==> config.mk <==
export PLATFORM = sky130hd
export DESIGN_NAME = program_counter_stack
export DESIGN_NICKNAME = d
export VERILOG_FILES = /design/src/rtl/pc_pkg.sv /design/src/rtl/lifo_stack.sv /design/src/rtl/program_counter_stack.sv
export SDC_FILE = /design/constraint.sdc
export NUM_CORES = 1
export LEC_CHECK = 0
export BUFFER_PORTS_ARGS = -buffer_cell sky130_fd_sc_hd__buf_2
export CORE_UTILIZATION = 55
export CTS_BUF_LIST = sky130_fd_sc_hd__clkbuf_16
export CTS_CLUSTER_DIAMETER = 120
export DETAILED_ROUTE_END_ITERATION = 10
export GPL_ROUTABILITY_DRIVEN = 0
export PLACE_DENSITY = 0.77
export SLEW_MARGIN = 20
export SYNTH_ARGS = -nofsm -noshare
export SYNTH_HDL_FRONTEND = slang
export SYNTH_SLANG_ARGS = --single-unit
==> constraint.sdc <==
create_clock -name clk -period 6.8 [get_ports clk]
set_input_delay 0.34 -clock clk [delete_from_list [all_inputs] [get_ports clk]]
set_output_delay 0.34 -clock clk [all_outputs]
set_load 0.05 [all_outputs]
==> src/rtl/pc_pkg.sv <==
// Shared types for the fetch-stage program counter: operation encoding and
// the fixed-priority control decode.
package pc_pkg;

  typedef enum logic [2:0] {
    PC_HOLD,
    PC_INC,
    PC_LOAD,
    PC_CALL,
    PC_RET
  } pc_op_e;

  // call > ret > loadPC > incPC > hold
  function automatic pc_op_e pc_decode(input logic call, input logic ret,
                                       input logic load_pc, input logic inc_pc);
    if (call)         return PC_CALL;
    else if (ret)     return PC_RET;
    else if (load_pc) return PC_LOAD;
    else if (inc_pc)  return PC_INC;
    else              return PC_HOLD;
  endfunction

endpackage

==> src/rtl/lifo_stack.sv <==
// Return-address LIFO. Reset clears only the pointer; storage keeps stale data.
// Push when full and pop when empty are ignored.
module lifo_stack #(
  parameter  int WIDTH = 12,
  parameter  int DEPTH = 4,
  localparam int CW    = $clog2(DEPTH + 1)
) (
  input  logic             clk,
  input  logic             reset,
  input  logic             push,
  input  logic             pop,
  input  logic [WIDTH-1:0] push_data,
  output logic [WIDTH-1:0] top,
  output logic [CW-1:0]    count,
  output logic             full,
  output logic             empty
);

  logic [WIDTH-1:0] mem_q [DEPTH];
  logic [WIDTH-1:0] mem_d [DEPTH];
  logic [CW-1:0]    count_q, count_d;

  assign count = count_q;
  assign full  = (count_q == CW'(DEPTH));
  assign empty = (count_q == '0);

  always_comb begin
    count_d = count_q;
    mem_d   = mem_q;
    if (push && !full) begin
      count_d = count_q + CW'(1);
      for (int i = 0; i < DEPTH; i++)
        if (CW'(i) == count_q) mem_d[i] = push_data;
    end else if (pop && !empty) begin
      count_d = count_q - CW'(1);
    end
  end

  // Reads as zero when empty so the output never exposes stale storage.
  always_comb begin
    top = '0;
    for (int i = 0; i < DEPTH; i++)
      if (!empty && CW'(i) == count_q - CW'(1)) top = mem_q[i];
  end

  always_ff @(posedge clk) begin
    if (reset) count_q <= '0;
    else       count_q <= count_d;
  end

  always_ff @(posedge clk) begin
    mem_q <= mem_d;
  end

endmodule

==> src/rtl/program_counter_stack.sv <==
// Fetch-stage program counter with a hardware return-address stack and
// sticky overflow/underflow reporting.
module program_counter_stack
  import pc_pkg::*;
#(
  parameter int          ADDR_W     = 12,
  parameter int          DEPTH      = 4,
  parameter logic [ADDR_W-1:0] RESET_ADDR = '0
) (
  input  logic                       clk,
  input  logic                       reset,
  input  logic [ADDR_W-1:0]          addressIn,
  input  logic                       incPC,
  input  logic                       loadPC,
  input  logic                       call,
  input  logic                       ret,
  input  logic                       clearErr,
  output logic [ADDR_W-1:0]          addressOut,
  output logic [ADDR_W-1:0]          topOfStack,
  output logic [$clog2(DEPTH+1)-1:0] stackCount,
  output logic                       stackFull,
  output logic                       stackEmpty,
  output logic                       overflow,
  output logic                       underflow
);

  pc_op_e            op;
  logic [ADDR_W-1:0] pc_q, pc_d, pc_inc;
  logic              ovf_q, ovf_d, unf_q, unf_d;
  logic              push, pop;

  assign op         = pc_decode(call, ret, loadPC, incPC);
  assign pc_inc     = pc_q + ADDR_W'(1);
  assign addressOut = pc_q;
  assign overflow   = ovf_q;
  assign underflow  = unf_q;

  always_comb begin
    pc_d  = pc_q;
    push  = 1'b0;
    pop   = 1'b0;
    // A new error in the same cycle as clearErr leaves the flag set.
    ovf_d = ovf_q & ~clearErr;
    unf_d = unf_q & ~clearErr;
    unique case (op)
      PC_INC:  pc_d = pc_inc;
      PC_LOAD: pc_d = addressIn;
      PC_CALL:
        if (stackFull) ovf_d = 1'b1;
        else begin
          push = 1'b1;
          pc_d = addressIn;
        end
      PC_RET:
        if (stackEmpty) unf_d = 1'b1;
        else begin
          pop  = 1'b1;
          pc_d = topOfStack;
        end
      default: pc_d = pc_q;
    endcase
  end

  always_ff @(posedge clk) begin
    if (reset) begin
      pc_q  <= RESET_ADDR;
      ovf_q <= 1'b0;
      unf_q <= 1'b0;
    end else begin
      pc_q  <= pc_d;
      ovf_q <= ovf_d;
      unf_q <= unf_d;
    end
  end

  lifo_stack #(
    .WIDTH (ADDR_W),
    .DEPTH (DEPTH)
  ) u_ras (
    .clk       (clk),
    .reset     (reset),
    .push      (push),
    .pop       (pop),
    .push_data (pc_inc),
    .top       (topOfStack),
    .count     (stackCount),
    .full      (stackFull),
    .empty     (stackEmpty)
  );

endmodule

==> run_results.csv <==
group,metric,value,unit
outcome,outcome,"finished clean",
timing,slew_viol_final,0,
synth,syn_avg_cell_area,10.73,sq um
timing,finalHoldViolCount,0,
finish,final_cells,427,
timing,period_share,0.4908,
timing,period_needed,3.337,ns
setup_path,slowest_delay,0.59,ns
setup_path,path_class,"flop to output port",
synth,synth_top_cell_by_area,"edfxtp_1",
clock_network,numCtsBuffers,9,
floorplanning,rows,27,
pwr,power_frac_seq,0.333,
grt,grt_pass1_wl,13930,um
finish,fillers,432,
pwr,leakagePower,1.453,nW
setup_path,crit_chain,"inv_1, ha_1, nor2b_1, o211ai_1, a311oi_1, buf_2",
pwr,pwr-share-comb,0.403,
setup_path,end_kind,"output port",
setup_path,cp_data_required_time,6.46,ns
timing,setup_viol,0,
floorplanning,start_util,0.5844,
run,cap_viol_max_count,0,
min_path,worstHoldPathType,"input pin to flop",
floorplanning,boundaryPins,50,
clock_network,clock-sinks,65,
clock_network,clock_path_buffers,2,
drt,drc_errors,0,
drt,ant_nets,0,
setup_path,start_kind,"flop",
synth,synth_cells,309,
synth,synthTopCellsByArea,"edfxtp_1 43%, dfxtp_1 10%, a221oi_1 5.3%, nor2_1 3.6%, ha_1 3.4%",
timing,rsz0062_at_grt,"false",
drt,routed_wl,9118,um
synth,synth_cell_types,49,
timing,worst_pin_slew,1.029,ns
min_path,hold_end,"overflow",
synth,synthFlopType,"edfxtp_1",
clock_network,cts_resized,0,
drt,drtIter0Drc,393,
setup_path,timing.rr.start,"u_ras.count[0]",
synth,synth-edff-count,48,
synth,yosysWarnings,0,
setup_path,crit_path_top_delay_cell,"nor2b_1",
setup_path,arrival,3.00,ns
synth,synth.cell_area,3317,sq um
grt,grt_overflow,0,
clock_network,post_cts_buffers,0,
place,dp_cells,411,
pwr,total_power,1.816,mW
pwr,p_switching,0.7776,mW
timing,finalSetupTns,0,ns
setup_path,r2r_cells,7,
clock_network,clk-insertion-delay-late,0.33,ns
pwr,p_clk_frac,0.265,
synth,ys_seq_area_frac,0.5372,
grt,antenna_found_initial,0,
floorplanning,core,5675,sq um
finish,drive_gt1_frac,0.2056,
finish,area_growth,17.28,%
clock_network,ctsHtreeMaxLevel,3,
place,dp_hpwl,6018,um
floorplanning,die-area,6346,sq um
grt,grt_pass1_vias,2584,
min_path,min_path_cells,4,
pwr,power_density,467.0,nW/um^2
drt,wl_per_cell,21.35,um
min_path,worstHoldStart,"clearErr",
grt,grt_start_max_net_pins,23,
synth,synth_seq_cells,65,
synth,synth_top_area_share,0.4346,
pwr,ir_drop,0.2731,mV
clock_network,cts_root_buf,"clkbuf_16",
setup_path,ff2ff_setup_slack,3.82,ns
synth,syn_nets,337,
floorplanning,die_y,79.66,um
timing,relSlewSlack,0.3097,
drt,viasPerCell,6.578,
drt,firstDrtPassIters,6,
setup_path,r2r-end,"addressOut[8]",
synth,yosys-top-cells-count,"48 x edfxtp_1, 32 x nor2_1, 22 x nand2_1",
synth,synthArstFlopShare,0,
finish,final_nets,378,
place,portBuffers,49,
clock_network,cts_hold_buf,0,
finish,num_antenna_cells,0,
drt,routed-via-count,2809,
synth,yosysMostFrequentCell,"edfxtp_1",
pwr,swShare,0.4281,
pwr,p_int,1.039,mW
timing,timing.fmax,0.2997,GHz
clock_network,cts_tree,"yes",
floorplanning,die_w,79.66,um
setup_path,crit_fanout,15,
clock_network,cts.clk_slew.worst_paths,0.05,ns
grt,track_usage,0.3126,
timing,finalClockSkew,0.008094,ns
worst max-delay path by stage:
| stage | start | to | slack, ns |
|---|---|---|---|
| finish | u_ras.count[0] | topOfStack[9] | 3.46 |
| global route | u_ras.count[0] | topOfStack[8] | 3.33 |
| CTS | u_ras.count[0] | topOfStack[6] | 3.52 |
| detailed placement | u_ras.count[0] | topOfStack[6] | 3.91 |
| global placement | u_ras.count[1] | topOfStack[3] | 4.00 |
| floorplan | u_ras.count[0] | addressOut[3] | 3.14 |
registers in the layout, indices dropped and copies added (netlist names):
signal / cells
underflow: 1
u_ras.mem_q: 48
overflow: 1
addressOut: 12
u_ras.count: 3
cell usage in the layout, fill, tap and decap left out, types with 5 or more instances in the layout:
| cell | netlist | final |
|---|---|---|
| nand2_1 | 22 | 22 |
| ha_1 | 9 | 9 |
| buf_2 | 0 | 49 |
| inv_1 | 7 | 8 |
| clkbuf_16 | 0 | 9 |
| a211oi_1 | 8 | 8 |
| nand2b_1 | 9 | 9 |
| a221oi_1 | 20 | 20 |
| xor2_1 | 8 | 8 |
| a22oi_1 | 8 | 8 |
| a21oi_1 | 10 | 10 |
| dfxtp_1 | 17 | 17 |
| nand3_1 | 5 | 5 |
| nor2_1 | 32 | 32 |
| o21ai_0 | 5 | 5 |
| and3_1 | 6 | 6 |
| edfxtp_1 | 48 | 48 |
| nor3_1 | 12 | 12 |
power by group through the flow:
stage                     Clock (mW)  Sequential, mW  Combinational, mW
final                          0.481           0.604              0.731
after global routing           0.499           0.611              0.774
after CTS                      0.486           0.602              0.722
after detailed placement           0           0.608              0.717
after global placement             0           0.604              0.711
after floorplan                    0           0.679              0.464
area by class of cell:
| class | count | area (sq um) | share of cell area |
|---|---|---|---|
| Timing Repair Buffer | 50 | 252.7 | 0.06497 |
| Multi-Input combinational cell | 217 | 1426 | 0.3667 |
| Sequential cell | 65 | 1782 | 0.4580 |
| Clock inverter | 7 | 87.58 | 0.02252 |
| Clock buffer | 9 | 225.2 | 0.05790 |
| Inverter | 7 | 26.28 | 0.006755 |
| Tap cell | 72 | 90.09 | 0.02316 |
routing by layer:
layer,vias to the layer above,GRT usage,wire (um),share of wire
li1,1265,-,-,-
met4,0,0.1600,191,0.021
met3,16,0.07086,882,0.097
met2,165,0.4718,4290,0.47
met1,1363,0.4204,3754,0.41
met5,-,0,0,0
critical path, delay by kind of cell (launching register included):
kind            cells  cell delay [ns]
buf+inv             2             0.48
simple gates        1             0.59
fa+ha+maj           1             0.43
compound gates      2             0.68
flops               1             0.48
cell families (layout without fill, tap and decap cells):
kind of cell / after synthesis / in the layout / share of synthesized area
xor gates and xnor gates: 12 / 12 / 0.03169
DFF: 65 / 65 / 0.5372
buffers and inverters: 27 / 73 / 0.03282
AOI/OAI and AO/OA: 81 / 81 / 0.1909
adders and majority gates: 9 / 9 / 0.03395
and+or+nand+nor: 115 / 115 / 0.1735
through the flow:
stage,cell area [sq um],setup slack (ns),hold WS [ns],util
final,3890,3.463,0.3617,0.6854
after global routing,3890,3.333,0.3712,0.6854
after global placement,3577,3.995,0.4890,0.6303
after CTS,3890,3.520,0.3537,0.6854
after floorplan,3317,3.142,0.5619,-
after detailed placement,3577,3.909,0.4968,0.6303
(Power assumes the default switching activity.)
